### config.mk
export PLATFORM = sky130hd
export DESIGN_NAME = sid_spi_bridge
export DESIGN_NICKNAME = d
export VERILOG_FILES = /design/src/rtl/sid_bridge_pkg.sv /design/src/rtl/sid_wr_fifo.sv /design/src/rtl/sid_spi_bridge.sv
export SDC_FILE = /design/constraint.sdc
export NUM_CORES = 1
export LEC_CHECK = 0
export CAP_MARGIN = 0
export CORE_MARGIN = 2
export CORE_UTILIZATION = 50
export CTS_CLUSTER_SIZE = 24
export DETAILED_ROUTE_END_ITERATION = 6
export GPL_ROUTABILITY_DRIVEN = 0
export PLACE_DENSITY = 0.79
export SLEW_MARGIN = 40
export SYNTH_ARGS = -nofsm -noshare
export SYNTH_HDL_FRONTEND = slang
export SYNTH_HIERARCHICAL = 1
export SYNTH_SLANG_ARGS = --single-unit
### constraint.sdc
create_clock -name CLK -period 8 [get_ports CLK]
set_input_delay 1.2 -clock CLK [delete_from_list [all_inputs] [get_ports CLK]]
set_output_delay 1.2 -clock CLK [all_outputs]
set_load 0.02 [all_outputs]
### src/rtl/sid_bridge_pkg.sv
// Shared widths, FSM encoding and FIFO entry layout for the SPI-to-SID bridge.
// Optional statistics counters in sid_spi_bridge are enabled with SID_SPI_BRIDGE_STATS_EN.
package sid_bridge_pkg;

    localparam int SID_ADDR_W   = 5;
    localparam int SID_DATA_W   = 8;
    localparam int SID_CHIP_W   = 2;
    localparam int HDR_FLAG_BIT = 7;

    localparam logic [0:0] S_HDR = 1'b0;
    localparam logic [0:0] S_DAT = 1'b1;

    typedef struct packed {
        logic [SID_CHIP_W-1:0] chip;
        logic [SID_ADDR_W-1:0] addr;
        logic [SID_DATA_W-1:0] data;
    } sid_wr_t;

    localparam int SID_WR_W = $bits(sid_wr_t);

    function automatic logic chip_in_range(input logic [SID_CHIP_W-1:0] chip, input int num_sid);
        return 32'(chip) < num_sid;
    endfunction

endpackage

### src/rtl/sid_wr_fifo.sv
// Synchronous write FIFO; a push into a full FIFO is accepted only alongside a pop.
// FULL is registered from the post-edge occupancy; EMPTY is decoded from the count register.
module sid_wr_fifo #(
    parameter int DEPTH = 16,
    parameter int WIDTH = 15
) (
    input  logic             clk,
    input  logic             rst_n,
    input  logic             push,
    input  logic [WIDTH-1:0] wdata,
    input  logic             pop,
    output logic [WIDTH-1:0] rdata,
    output logic             full,
    output logic             empty
);

    localparam int AW = $clog2(DEPTH);
    localparam logic [AW:0] DEPTH_CNT = (AW+1)'(DEPTH);

    logic [WIDTH-1:0] mem [DEPTH];
    logic [AW-1:0]    wr_ptr;
    logic [AW-1:0]    rd_ptr;
    logic [AW:0]      count;
    logic [AW:0]      count_next;
    logic             do_push;
    logic             do_pop;

    assign empty   = (count == '0);
    assign do_pop  = pop && !empty;
    assign do_push = push && (!full || do_pop);
    assign rdata   = mem[rd_ptr];

    always_comb begin
        count_next = count;
        if (do_push && !do_pop) begin
            count_next = count + 1'b1;
        end else if (!do_push && do_pop) begin
            count_next = count - 1'b1;
        end
    end

    always_ff @(posedge clk or negedge rst_n) begin
        if (!rst_n) begin
            wr_ptr <= '0;
            rd_ptr <= '0;
            count  <= '0;
            full   <= 1'b0;
        end else begin
            if (do_push) wr_ptr <= wr_ptr + 1'b1;
            if (do_pop)  rd_ptr <= rd_ptr + 1'b1;
            count <= count_next;
            full  <= (count_next == DEPTH_CNT);
        end
    end

    // Storage needs no reset: the pointers alone define which entries are live.
    always_ff @(posedge clk) begin
        if (do_push) mem[wr_ptr] <= wdata;
    end

endmodule

### src/rtl/sid_spi_bridge.sv
// Decodes SPI header/data byte pairs into SID register writes, issued at most one per CLKEN.
// SID_SPI_BRIDGE_STATS_EN adds saturating DROP_CNT/ERR_CNT counters.
module sid_spi_bridge
    import sid_bridge_pkg::*;
#(
    parameter int NUM_SID    = 1,
    parameter int FIFO_DEPTH = 16
) (
    input  logic                  CLK,
    input  logic                  RST_N,
    input  logic [7:0]            SPI_DATA,
    input  logic                  SPI_RECV,
    input  logic                  SPI_CS_N,
    input  logic                  CLKEN,
    output logic [NUM_SID-1:0]    WR,
    output logic [SID_ADDR_W-1:0] ADDR,
    output logic [SID_DATA_W-1:0] DATAW,
    output logic                  FULL,
    output logic                  OVF,
    output logic                  ERR,
    output logic [0:0]            FSM_STATE
`ifdef SID_SPI_BRIDGE_STATS_EN
    ,
    output logic [15:0]           DROP_CNT,
    output logic [15:0]           ERR_CNT
`endif
);

    // Valid/ready: a decoded write is offered to the FIFO for one cycle (push); it is taken if
    // the FIFO is not full or pops on the same edge, otherwise it is dropped and OVF is raised.

    logic [0:0]            state;
    logic [SID_CHIP_W-1:0] hdr_chip;
    logic [SID_ADDR_W-1:0] hdr_addr;
    logic                  hdr_drop;

    logic                  byte_ok;
    logic                  is_hdr;
    logic [SID_CHIP_W-1:0] byte_chip;
    logic                  stray;
    logic                  bad_chip;
    logic                  err_evt;
    logic                  push;
    logic                  pop;
    logic                  ovf_evt;
    logic                  empty;
    sid_wr_t               wentry;
    sid_wr_t               rentry;
    logic [NUM_SID-1:0]    wr_onehot;

    assign byte_ok   = SPI_RECV && !SPI_CS_N;
    assign is_hdr    = SPI_DATA[HDR_FLAG_BIT];
    assign byte_chip = SPI_DATA[HDR_FLAG_BIT-1 -: SID_CHIP_W];
    assign stray     = byte_ok && (state == S_HDR) && !is_hdr;
    assign bad_chip  = byte_ok && (state == S_HDR) && is_hdr && !chip_in_range(byte_chip, NUM_SID);
    assign err_evt   = stray || bad_chip;
    assign push      = byte_ok && (state == S_DAT) && !hdr_drop;

    // The WR guard keeps strobes apart even if CLKEN is ever held high.
    assign pop       = CLKEN && !empty && (WR == '0);
    assign ovf_evt   = push && FULL && !pop;
    assign FSM_STATE = state;

    assign wentry.chip = hdr_chip;
    assign wentry.addr = hdr_addr;
    assign wentry.data = SPI_DATA;
    assign wr_onehot   = NUM_SID'(1) << rentry.chip;

    always_ff @(posedge CLK or negedge RST_N) begin
        if (!RST_N) begin
            state    <= S_HDR;
            hdr_chip <= '0;
            hdr_addr <= '0;
            hdr_drop <= 1'b0;
        end else if (SPI_CS_N) begin
            state <= S_HDR;
        end else if (SPI_RECV) begin
            if (state == S_HDR) begin
                if (is_hdr) begin
                    state    <= S_DAT;
                    hdr_chip <= byte_chip;
                    hdr_addr <= SPI_DATA[SID_ADDR_W-1:0];
                    hdr_drop <= !chip_in_range(byte_chip, NUM_SID);
                end
            end else begin
                state <= S_HDR;
            end
        end
    end

    sid_wr_fifo #(
        .DEPTH (FIFO_DEPTH),
        .WIDTH (SID_WR_W)
    ) u_fifo (
        .clk   (CLK),
        .rst_n (RST_N),
        .push  (push),
        .wdata (wentry),
        .pop   (pop),
        .rdata (rentry),
        .full  (FULL),
        .empty (empty)
    );

    always_ff @(posedge CLK or negedge RST_N) begin
        if (!RST_N) begin
            WR    <= '0;
            ADDR  <= '0;
            DATAW <= '0;
            OVF   <= 1'b0;
            ERR   <= 1'b0;
        end else begin
            WR <= pop ? wr_onehot : '0;
            if (pop) begin
                ADDR  <= rentry.addr;
                DATAW <= rentry.data;
            end
            if (ovf_evt) OVF <= 1'b1;
            if (err_evt) ERR <= 1'b1;
        end
    end

`ifdef SID_SPI_BRIDGE_STATS_EN
    always_ff @(posedge CLK or negedge RST_N) begin
        if (!RST_N) begin
            DROP_CNT <= '0;
            ERR_CNT  <= '0;
        end else begin
            if (ovf_evt && (DROP_CNT != 16'hFFFF)) DROP_CNT <= DROP_CNT + 16'd1;
            if (err_evt && (ERR_CNT != 16'hFFFF))  ERR_CNT  <= ERR_CNT + 16'd1;
        end
    end
`endif

endmodule
==> results_dict.tcl <==
set metrics [dict create \
    p_leak_nw 4.114 \
    async_reset_ff_share_pct 13.98 \
    grt_max_degree 64 \
    pwr-share-clk_pct 30.6 \
    cts.reportedPaths.clkPinSlew_ns 0.06 \
    synth_edf_count 240 \
    fmax_mhz 240.0 \
    rsz0062_at_grt "false" \
    p_per_area_nw_per_um2 340.4 \
    antenna_cells 0 \
    drv_cap 0 \
    setup_tns_ns 0 \
    fp.dieW_um 152.1 \
    drc 0 \
    ctsResizeCount 0 \
    cts_buffer_depth 3 \
    seq_power_share_pct 43.9 \
    ir_drop_v 0.0001655 \
    worstMarginPinSlew_ns 0.8226 \
    pwr-share-comb_pct 25.5 \
    final_nets 564 \
    rows 54 \
    antenna_found_initial 0 \
    track_usage_pct 20.36 \
    ant_nets 0 \
    dieHeight_um 152.1 \
    wl_per_cell_um 27.35 \
    drtIter0Drc 501 \
    start_kind "input port" \
    path_max_fanout 22 \
    synthFlopType "edfxtp_1" \
    finalClockSkew_ns 0.01082 \
    start_util_pct 50.59 \
    crit_type "in -> reg" \
    synth-seq-cells 279 \
    die-area_um2 23150 \
    crit_required_ns 8.16 \
    setup_viol 0 \
    insertion_delay_ns 0.53 \
    grt_overflow 0 \
    slew_viol_final 0 \
    fin_ws_ns 3.833 \
    status "finished clean" \
    dp_hpwl_um 13540 \
    htreeDepth 1 \
    netlist_instances 503 \
    grt_pass1_wl_um 34900 \
    coreArea_um2 21690 \
    syn-cell-area_um2 10970 \
    firstDrtPassIters 5 \
    io_pins 31 \
    p_sw_mw 1.199 \
    crit_path_end_kind "flop" \
    io_buffer_count 30 \
    cts.sinks 279 \
    tritoncts "done" \
    num_vias 5137 \
    relSlewSlack_pct 45.16 \
    dp_worst_setup_slack_ns 3.429 \
    wirelength_um 23050 \
    timing.final.crit_period_ns 4.167 \
    post_cts_buffers 0 \
    nFillCells 1489 \
    syn-num-nets 524 \
    arrival_ns 4.33 \
    hold_violations 0 \
    ys_warn_count 6 \
    via_per_inst 6.094 \
    fin_crit_sh_pct 52.09 \
    swShare_pct 28.16 \
    syn2layout_area_growth_pct 13.99 \
    internal_power_mw 3.059 \
    grt_pass1_vias 5404 \
    yosysUniqueCellTypes 45 \
    cts_hold_buffers 0 \
    synth_area_per_cell_um2 21.82 \
    synth-seq-area-share_pct 74.57 \
    cts_root_buf "clkbuf_16" \
    cts_buffers 27 \
    hp-class "reg -> reg" \
    drive_above_1_share_pct 30.55 \
]
==> state kept, by name, indices dropped and copies added, names as in the netlist <==
register and count:
u_fifo/mem 240, DATAW 8, ADDR 5, hdr_addr 5, u_fifo/count 5, u_fifo/rd_ptr 4
u_fifo/wr_ptr 4, hdr_chip 2, ERR 1, FSM_STATE 1, OVF 1, WR 1
hdr_drop 1, u_fifo/full 1
==> final timing paths <==
kind / from / endpoint / slack, ns / depth (start not counted)
worst min-delay path: OVF$_DFFE_PN0P_ / OVF$_DFFE_PN0P_ / 0.47 / 1
worst min register to register: OVF$_DFFE_PN0P_ / OVF$_DFFE_PN0P_ / 0.47 / 1
max in group asynchronous: RST_N / u_fifo/rd_ptr[0]$_DFFE_PN0P_ / 6.89 / 1
worst max-delay path: CLKEN / u_fifo/mem[15][2]$_DFFE_PP_ / 3.83 / 7
worst max register to register: u_fifo/count[0]$_DFF_PN0_ / u_fifo/mem[15][2]$_DFFE_PP_ / 3.94 / 10
min in group asynchronous: RST_N / DATAW[0]$_DFFE_PN0P_ / 0.66 / 1
==> power by group through the flow <==
stage	Sequential (mW)	Clock [mW]	Combinational, mW
floorplan	1.83	0	0.800
global placement	1.89	0	1.06
detailed placement	1.90	0	1.09
CTS	1.87	1.33	1.10
global route	1.89	1.38	1.15
finish	1.87	1.30	1.09
==> synthesized netlist by cell type, drive strengths merged (6+ instances only) <==
library cell / number / share of area [%]
inv: 15 / 0.51
buf: 13 / 0.82
nor4: 6 / 0.40
mux4: 75 / 15
edfxtp: 240 / 66
nand2: 9 / 0.31
xnor2: 8 / 0.64
and2: 9 / 0.54
clkbuf: 12 / 0.41
nor2: 7 / 0.24
dfrtp: 39 / 8.9
ha: 8 / 0.91
mux2: 20 / 2.4
==> critical path, stage by stage <==
cell	delay, ns
clkdlybuf4s50_1	0.45
or3b_4	0.40
clkinv_2	0.39
nand2_1	0.28
a21oi_1	0.50
nand3_1	0.39
nor2_2	0.71
==> through the flow <==
step	cell area [um2]	total power [mW]	util [%]	instances	hold WS [ns]
2_1_floorplan	10970	2.629	-	503	0.4882
4_1_cts	12500	4.296	57.63	843	0.4785
3_5_place_dp	11590	2.987	53.42	794	0.4647
6_report	12510	4.258	57.67	843	0.4738
5_1_grt	12510	4.421	57.67	843	0.5156
3_3_place_gp	11560	2.948	53.32	794	0.4462
==> cells by family (layout without fill, tap and decap cells) <==
| logic type | count (synthesis) | after routing | synth area share (%) |
|---|---|---|---|
| and+or+nand+nor | 54 | 54 | 3.056 |
| DFF | 279 | 279 | 74.57 |
| AOI/OAI and AO/OA | 16 | 16 | 1.095 |
| buffers and inverters | 41 | 101 | 1.790 |
| muxes | 97 | 97 | 17.94 |
| xor gates and xnor gates | 8 | 8 | 0.6386 |
| adders and majority gates | 8 | 8 | 0.9122 |
==> routing by layer <==
layer | part of all wire (%) | wire length, um | GRT usage (%) | up-vias
li1 | - | - | - | 2144
met1 | 39 | 8892 | 26.77 | 2732
met2 | 52 | 12070 | 35.71 | 217
met3 | 5.9 | 1371 | 2.673 | 44
met4 | 3.1 | 716 | 6.587 | 0
met5 | 0 | 0 | 0 | -
==> cell type report <==
class	instances	area, um2	share of cell area (%)
Clock buffer	30	686.9	5.492
Clock inverter	19	225.2	1.801
Inverter	16	61.31	0.4901
Multi-Input combinational cell	183	2659	21.26
Sequential cell	279	8190	65.48
Tap cell	280	350.3	2.801
Timing Repair Buffer	36	335.3	2.681
==> cell usage in the layout, fill, tap and decap left out, types with 4 or more instances in the layout <==
cell	instances
nand4_1	4
buf_4	5
clkdlybuf4s50_1	26
clkbuf_16	27
nand2_1	9
and2_1	8
ha_1	8
mux4_2	75
mux2_2	11
mux2_4	9
inv_1	15
clkinv_2	10
nor4_2	5
nand3_1	4
edfxtp_1	240
dfrtp_1	35
bufinv_16	5
xnor2_1	8
Note: power is estimated with default switching activity, not from simulation.
